$ cat config.mk
export PLATFORM = sky130hd
export DESIGN_NAME = pll_clken_gen_flat
export DESIGN_NICKNAME = d
export VERILOG_FILES = /design/src/rtl/pll_clken_gen_if.sv /design/src/rtl/pll_clken_gen.sv /design/src/flat_wrapper.sv
export SDC_FILE = /design/constraint.sdc
export NUM_CORES = 1
export LEC_CHECK = 0
export ABC_AREA = 1
export BUFFER_PORTS_ARGS = -buffer_cell sky130_fd_sc_hd__buf_4
export CELL_PAD_IN_SITES_DETAIL_PLACEMENT = 1
export CELL_PAD_IN_SITES_GLOBAL_PLACEMENT = 1
export CORE_MARGIN = 2
export CORE_UTILIZATION = 48
export CTS_BUF_LIST = sky130_fd_sc_hd__clkbuf_16
export CTS_CLUSTER_DIAMETER = 60
export DETAILED_ROUTE_END_ITERATION = 10
export PLACE_DENSITY = 0.85
export SETUP_SLACK_MARGIN = 0.2
export SLEW_MARGIN = 10
export SYNTH_ARGS = -nofsm -noshare
export SYNTH_HDL_FRONTEND = slang
export SYNTH_SLANG_ARGS = --single-unit
$ cat constraint.sdc
create_clock -name clk -period 3.7 [get_ports clk]
set_input_delay 0.37 -clock clk [delete_from_list [all_inputs] [get_ports clk]]
set_output_delay 0.37 -clock clk [all_outputs]
set_load 0.1 [all_outputs]
$ cat src/rtl/pll_clken_gen_if.sv
// Increment configuration bus for pll_clken_gen: a one-cycle write strobe,
// a target channel and the new phase increment.
interface pll_clken_gen_if #(
  parameter int unsigned ACC_W = 24
) ();
  logic             cfg_wr;
  logic [1:0]       cfg_ch;
  logic [ACC_W-1:0] cfg_inc;

  modport master (output cfg_wr, output cfg_ch, output cfg_inc);
  modport slave  (input  cfg_wr, input  cfg_ch, input  cfg_inc);
endinterface

$ cat src/rtl/pll_clken_gen.sv
// Lock-qualified clock-enable generator: waits for a stable PLL lock, then drives
// per-channel fractional strobes from phase accumulators plus a downstream reset.
module pll_clken_gen #(
  parameter int unsigned           N_CH        = 2,
  parameter int unsigned           ACC_W       = 24,
  parameter int unsigned           LOCK_STABLE = 1024,
  parameter logic [N_CH*ACC_W-1:0] INC_INIT    = '0
) (
  input  logic            clk,
  input  logic            reset_n,
  input  logic            locked,
  pll_clken_gen_if.slave  cfg,
  output logic [N_CH-1:0] ce,
  output logic            rst_out_n,
  output logic            running,
  output logic [7:0]      lost_cnt
);

  localparam int unsigned CNT_W = (LOCK_STABLE > 1) ? $clog2(LOCK_STABLE) : 1;
  localparam logic [CNT_W-1:0] CNT_LAST = CNT_W'(LOCK_STABLE - 1);

  typedef enum logic [1:0] {WAIT_LOCK, STABLE, RUN} state_e;

  state_e           state_q, state_d;
  logic             sync1_q, lock_s_q;
  logic [CNT_W-1:0] cnt_q, cnt_d;
  logic [7:0]       lost_q, lost_d;
  logic             running_q, running_d;
  logic             rst_out_n_q, rst_out_n_d;
  logic [N_CH-1:0]  ce_q, ce_d;
  logic [ACC_W-1:0] acc_q [N_CH];
  logic [ACC_W-1:0] acc_d [N_CH];
  logic [ACC_W-1:0] inc_q [N_CH];
  logic [ACC_W-1:0] inc_d [N_CH];

  always_comb begin
    state_d     = state_q;
    cnt_d       = cnt_q;
    lost_d      = lost_q;
    running_d   = (state_q == RUN);
    rst_out_n_d = (state_q == RUN);
    unique case (state_q)
      WAIT_LOCK: begin
        if (lock_s_q) begin
          state_d = STABLE;
          cnt_d   = '0;
        end
      end
      STABLE: begin
        if (!lock_s_q)              state_d = WAIT_LOCK;
        else if (cnt_q == CNT_LAST) state_d = RUN;
        else                        cnt_d   = cnt_q + CNT_W'(1);
      end
      RUN: begin
        if (!lock_s_q) begin
          state_d = WAIT_LOCK;
          if (lost_q != 8'hFF) lost_d = lost_q + 8'd1;
        end
      end
      default: state_d = WAIT_LOCK;
    endcase
  end

  // Carry out of each add is the strobe; the residue stays in the accumulator.
  always_comb begin
    ce_d = '0;
    for (int unsigned i = 0; i < N_CH; i++) begin
      inc_d[i] = inc_q[i];
      acc_d[i] = '0;
      if (state_q == RUN) begin
        {ce_d[i], acc_d[i]} = {1'b0, acc_q[i]} + {1'b0, inc_q[i]};
      end
      if (cfg.cfg_wr && (cfg.cfg_ch == 2'(i))) inc_d[i] = cfg.cfg_inc;
    end
  end

  always_ff @(posedge clk or negedge reset_n) begin
    if (!reset_n) begin
      sync1_q     <= 1'b0;
      lock_s_q    <= 1'b0;
      state_q     <= WAIT_LOCK;
      cnt_q       <= '0;
      lost_q      <= '0;
      running_q   <= 1'b0;
      rst_out_n_q <= 1'b0;
      ce_q        <= '0;
      for (int unsigned i = 0; i < N_CH; i++) begin
        acc_q[i] <= '0;
        inc_q[i] <= INC_INIT[i*ACC_W +: ACC_W];
      end
    end else begin
      sync1_q     <= locked;
      lock_s_q    <= sync1_q;
      state_q     <= state_d;
      cnt_q       <= cnt_d;
      lost_q      <= lost_d;
      running_q   <= running_d;
      rst_out_n_q <= rst_out_n_d;
      ce_q        <= ce_d;
      for (int unsigned i = 0; i < N_CH; i++) begin
        acc_q[i] <= acc_d[i];
        inc_q[i] <= inc_d[i];
      end
    end
  end

  assign ce        = ce_q;
  assign running   = running_q;
  assign rst_out_n = rst_out_n_q;
  assign lost_cnt  = lost_q;

endmodule

$ cat src/flat_wrapper.sv
// flat-port wrapper written by rule: the top's interface ports become plain ports
module pll_clken_gen_flat 
#(
  parameter int unsigned           N_CH        = 2,
  parameter int unsigned           ACC_W       = 24,
  parameter int unsigned           LOCK_STABLE = 1024,
  parameter logic [N_CH*ACC_W-1:0] INC_INIT    = '0
)
  (clk, reset_n, locked, ce, rst_out_n, running, lost_cnt, cfg_cfg_wr, cfg_cfg_ch, cfg_cfg_inc);
  pll_clken_gen_if #(.ACC_W(ACC_W)) cfg_i ();
  input  logic clk;
  input  logic reset_n;
  input  logic locked;
  output logic [N_CH-1:0] ce;
  output logic rst_out_n;
  output logic running;
  output logic [7:0] lost_cnt;
  input wire logic [$bits(cfg_i.cfg_wr)-1:0] cfg_cfg_wr;
  input wire logic [$bits(cfg_i.cfg_ch)-1:0] cfg_cfg_ch;
  input wire logic [$bits(cfg_i.cfg_inc)-1:0] cfg_cfg_inc;
  assign cfg_i.cfg_wr = cfg_cfg_wr;
  assign cfg_i.cfg_ch = cfg_cfg_ch;
  assign cfg_i.cfg_inc = cfg_cfg_inc;
  pll_clken_gen #(.N_CH(N_CH), .ACC_W(ACC_W), .LOCK_STABLE(LOCK_STABLE), .INC_INIT(INC_INIT)) u_core (.clk(clk), .reset_n(reset_n), .locked(locked), .cfg(cfg_i), .ce(ce), .rst_out_n(rst_out_n), .running(running), .lost_cnt(lost_cnt));
endmodule
==> metrics.txt <==
# TYPE chip_impl_metric gauge
chip_impl_info{name="status",value="complete, no violations"} 1
chip_impl_metric{name="cts_max_level",unit=""} 4
chip_impl_metric{name="synth-seq-cells",unit=""} 121
chip_impl_info{name="clock_tree_from_tritoncts",value="yes"} 1
chip_impl_metric{name="insertion_delay",unit="ns"} 0.43
chip_impl_metric{name="post_synth_num_cell_types",unit=""} 35
chip_impl_metric{name="hpwlAfterDp",unit="mm"} 17.7
chip_impl_metric{name="synth_nets",unit=""} 1250
chip_impl_metric{name="synthArstFlopShare",unit=""} 1.00
chip_impl_metric{name="timing.critical_path.required",unit="ns"} 4.01
chip_impl_metric{name="grt_pass1_wl",unit="mm"} 39.0
chip_impl_metric{name="die_w",unit="microns"} 133
chip_impl_metric{name="power.density_cell_area",unit="nW/um^2"} 414
chip_impl_metric{name="yosys-mux-area-fraction",unit=""} 0
chip_impl_metric{name="fin_crit",unit="ns"} 2.05
chip_impl_metric{name="pin_count_of_the_biggest_net_entering_global_routing",unit=""} 66
chip_impl_metric{name="regToRegSetupSlack",unit="ns"} 1.65
chip_impl_metric{name="finalHoldViolCount",unit=""} 0
chip_impl_metric{name="grt_use_met1",unit=""} 0.347
chip_impl_metric{name="yosys.area_share.xor_xnor",unit=""} 0.0154
chip_impl_metric{name="starting_drc_count_in_detailed_routing",unit=""} 362
chip_impl_metric{name="setup_tns",unit="ns"} 0
chip_impl_metric{name="dr.pass1.iters",unit=""} 5
chip_impl_metric{name="synth.cell_area",unit="sq um"} 7960
chip_impl_metric{name="cts-resized-gates",unit=""} 0
chip_impl_info{name="worst_hold_path_type",value="primary input to asynchronous set/reset pin"} 1
chip_impl_metric{name="cts-hold-fix-buffers",unit=""} 0
chip_impl_info{name="timing.critical_path.cells",value="ha_1 -> fa_1 -> nand2_1 -> nand2_1 -> and2_4 -> nand2_1 -> nand2_2 -> nand2_1 -> nand2_1 -> nand2_1 -> nand2_1 -> nand2_1 -> inv_1"} 1
chip_impl_metric{name="ant_nets",unit=""} 0
chip_impl_metric{name="finClkSkew",unit="ns"} 0.0104
chip_impl_info{name="grt-busiest-layer",value="met2"} 1
chip_impl_info{name="r2r_end",value="u_core.ce[0]"} 1
chip_impl_metric{name="cts_made_buffers",unit=""} 17
chip_impl_metric{name="synthesis.area_per_instance",unit="sq um"} 6.81
chip_impl_metric{name="cp_slowest_stage_delay",unit="ns"} 0.42
chip_impl_metric{name="synth_adder_area_share",unit=""} 0.0837
chip_impl_metric{name="timing.critical_path.arrival",unit="ns"} 2.36
chip_impl_metric{name="drt-vias-per-instance",unit=""} 5.13
chip_impl_metric{name="flow.area_growth_from_synthesis",unit="%"} 14.6
chip_impl_metric{name="ratio_of_cells_with_drive_above_1_in_the_final_layout",unit=""} 0.0904
chip_impl_metric{name="portion_of_the_clock_cycle_consumed_by_the_worst_path_in_the_final_layout",unit=""} 0.553
chip_impl_metric{name="maxCapViolCount",unit=""} 0
chip_impl_metric{name="synth_warnings",unit=""} 0
chip_impl_info{name="clk_root_buffer_cell",value="sky130_fd_sc_hd__clkbuf_16"} 1
chip_impl_metric{name="finalSetupViolations",unit=""} 0
chip_impl_metric{name="met2_usage",unit=""} 0.493
chip_impl_metric{name="buffer_ports.inserted",unit=""} 41
chip_impl_info{name="grt_setup_unrepaired",value="false"} 1
chip_impl_metric{name="relSlewSlack",unit=""} 0.381
chip_impl_metric{name="floorplan.io_pins",unit=""} 42
chip_impl_info{name="rr_startpoint",value="u_core.inc_q[24]"} 1
chip_impl_metric{name="yosysSeqAreaShare",unit=""} 0.381
chip_impl_info{name="path_class",value="flip-flop to flip-flop"} 1
chip_impl_info{name="combinational_family_with_the_most_area_after_synthesis",value="simple AND/OR/NAND/NOR gates"} 1
chip_impl_metric{name="slew_viol_final",unit=""} 0
chip_impl_metric{name="grt_util_all_layers",unit=""} 0.280
chip_impl_metric{name="cts-root-to-sink-buffers",unit=""} 2
chip_impl_metric{name="diodes",unit=""} 0
chip_impl_metric{name="use_met3",unit=""} 0.0510
chip_impl_metric{name="residual_overflow_from_global_routing",unit=""} 0
chip_impl_metric{name="cts_num_sinks",unit=""} 121
chip_impl_metric{name="fp.dieH",unit="microns"} 133
chip_impl_metric{name="post_drt_wl_per_cell",unit="microns"} 16.4
chip_impl_metric{name="post_synth_inst_count",unit=""} 1168
chip_impl_metric{name="post_synth_simple_gate_area",unit=""} 0.335
chip_impl_metric{name="effective_utilization_at_floorplan",unit=""} 0.485
chip_impl_metric{name="final_nets",unit=""} 1298
chip_impl_metric{name="reg2regPathDepth",unit=""} 13
chip_impl_metric{name="synth_edf_count",unit=""} 0
chip_impl_metric{name="finalWirelength",unit="mm"} 23.7
chip_impl_info{name="setup.worst_path.end_class",value="flip-flop"} 1
chip_impl_info{name="cp-start-kind",value="flip-flop"} 1
chip_impl_metric{name="clk_pin_slew",unit="ns"} 0.06
chip_impl_metric{name="leakagePower",unit="uW"} 0.00523
chip_impl_metric{name="ir_drop",unit="V"} 0.000376
chip_impl_metric{name="highest_clock_rate",unit="MHz"} 489
chip_impl_info{name="slowest_stage",value="sky130_fd_sc_hd__fa_1"} 1
chip_impl_metric{name="synth_compound_gate_area_share",unit=""} 0.0750
chip_impl_metric{name="timing.critical_path.fanout_max",unit=""} 3
chip_impl_info{name="critical_path.most_common_cell",value="sky130_fd_sc_hd__nand2_1"} 1
chip_impl_info{name="synth_ff_type",value="sky130_fd_sc_hd__dfrtp_1"} 1
chip_impl_metric{name="first_global_vias",unit=""} 7920
chip_impl_metric{name="remaining_drc_errors",unit=""} 0
chip_impl_metric{name="antenna_found_initial",unit=""} 0
chip_impl_metric{name="die_area",unit="sq um"} 17600
chip_impl_metric{name="tightest_slew",unit="ns"} 0.928
chip_impl_metric{name="finalWeightedCongestion",unit=""} 0.858
chip_impl_metric{name="finalPower",unit="uW"} 3780
chip_impl_metric{name="dr_total_vias",unit=""} 7422
chip_impl_metric{name="placement_rows",unit=""} 47
chip_impl_metric{name="placeableCoreArea",unit="sq um"} 16400
chip_impl_metric{name="postCtsSetupBuffers",unit=""} 0
## synthesized netlist by cell type, types with 8 or more instances
master / n / share of area
sky130_fd_sc_hd__dfrtp_1: 121 / 0.38
sky130_fd_sc_hd__inv_1: 208 / 0.098
sky130_fd_sc_hd__nor2_1: 118 / 0.056
sky130_fd_sc_hd__nand4_1: 14 / 0.011
sky130_fd_sc_hd__nor3_1: 9 / 0.0057
sky130_fd_sc_hd__nand2_1: 404 / 0.19
sky130_fd_sc_hd__ha_1: 50 / 0.079
sky130_fd_sc_hd__xnor2_1: 8 / 0.0088
sky130_fd_sc_hd__nand3_1: 55 / 0.035
sky130_fd_sc_hd__o21ai_0: 62 / 0.039
sky130_fd_sc_hd__nand2_2: 13 / 0.010
sky130_fd_sc_hd__a21oi_1: 47 / 0.030
## power breakdown
group	total [uW]	leakage, uW	switching (uW)	internal (uW)
registers	1490	0.00161	73.7	1410
logic	507	0.00332	335	172
clock network	1780	0.000304	653	1130
total	3780	0.00523	1060	2710
## state kept, by name (all words and copies together), names as in the netlist
signal and count:
u_core.acc_q 48, u_core.inc_q 48, u_core.cnt_q 10, u_core.lost_cnt 8
u_core.ce 2, u_core.state_q 2, u_core.lock_s_q 1, u_core.running 1
u_core.sync1_q 1
## per-stage QoR
| stage | setup WS [ns] | area, sq um | hold slack [ns] | utilization | instances |
|---|---|---|---|---|---|
| detailed placement | 1.70 | 8490 | 0.350 | 0.518 | 1417 |
| floorplan | 1.58 | 7960 | 0.0744 | - | 1168 |
| global placement | 1.77 | 8490 | 0.335 | 0.518 | 1417 |
| finish | 1.65 | 9120 | 0.0500 | 0.556 | 1448 |
| global route | 1.52 | 9120 | 0.0434 | 0.556 | 1448 |
| CTS | 1.67 | 9120 | 0.0443 | 0.556 | 1448 |
## layout by cell type, fill, tap and decap left out, types with 7 or more instances in the layout
cell type and instances:
sky130_fd_sc_hd__nor2_1 117, sky130_fd_sc_hd__dfrtp_1 121, sky130_fd_sc_hd__nand3_1 55, sky130_fd_sc_hd__nand3b_1 7, sky130_fd_sc_hd__a21oi_1 47, sky130_fd_sc_hd__o21ai_0 62
sky130_fd_sc_hd__nand2_1 404, sky130_fd_sc_hd__nand4_1 14, sky130_fd_sc_hd__nor3_1 9, sky130_fd_sc_hd__xnor2_1 8, sky130_fd_sc_hd__nand2_2 13, sky130_fd_sc_hd__ha_1 50
sky130_fd_sc_hd__clkbuf_16 17, sky130_fd_sc_hd__inv_1 208, sky130_fd_sc_hd__buf_4 46
## per-layer routing
metal  vias to the layer above  wire, microns
met2                       125          11800
met3                        48            776
met5                         -              0
li1                       3690              -
met1                      3559          10500
met4                         0            610
## logic make-up (layout without fill, tap and decap cells)
logic type,after synthesis,after routing
XOR/XNOR,14,14
flip-flops,121,121
AND/OR/NAND/NOR,639,639
buffers and inverters,226,286
AO/OA/AOI/OAI,116,116
adder cells (fa/ha/maj),52,52
## worst max-delay path: cells and delay by family (launching register included)
family                   cells  cell delay (ns)
AND/OR/NAND/NOR             10             0.81
adder cells (fa/ha/maj)      2             0.68
flip-flops                   1             0.40
buffers and inverters        1             0.04
## layout make-up
cell class / instances / area [sq um]
clock buffers: 17 / 425
clock inverters: 14 / 199
fillers: 2192 / 7290
inverters: 209 / 785
multi-input cells: 821 / 4060
flip-flops and latches: 121 / 3030
well taps: 220 / 275
repair buffers: 46 / 345
## worst max-delay path by stage
stage          slack (ns)                  to               start  cells after the start
2_1_floorplan        1.58  u_core.lost_cnt[3]  u_core.lost_cnt[0]                      7
3_3_place_gp         1.77        u_core.ce[1]     u_core.inc_q[0]                     13
3_5_place_dp         1.70        u_core.ce[0]    u_core.inc_q[24]                     13
4_1_cts              1.67        u_core.ce[0]    u_core.inc_q[24]                     13
5_1_grt              1.52        u_core.ce[1]     u_core.inc_q[0]                     13
6_report             1.65        u_core.ce[0]    u_core.inc_q[24]                     13
Power figures use the tool's default switching activity.
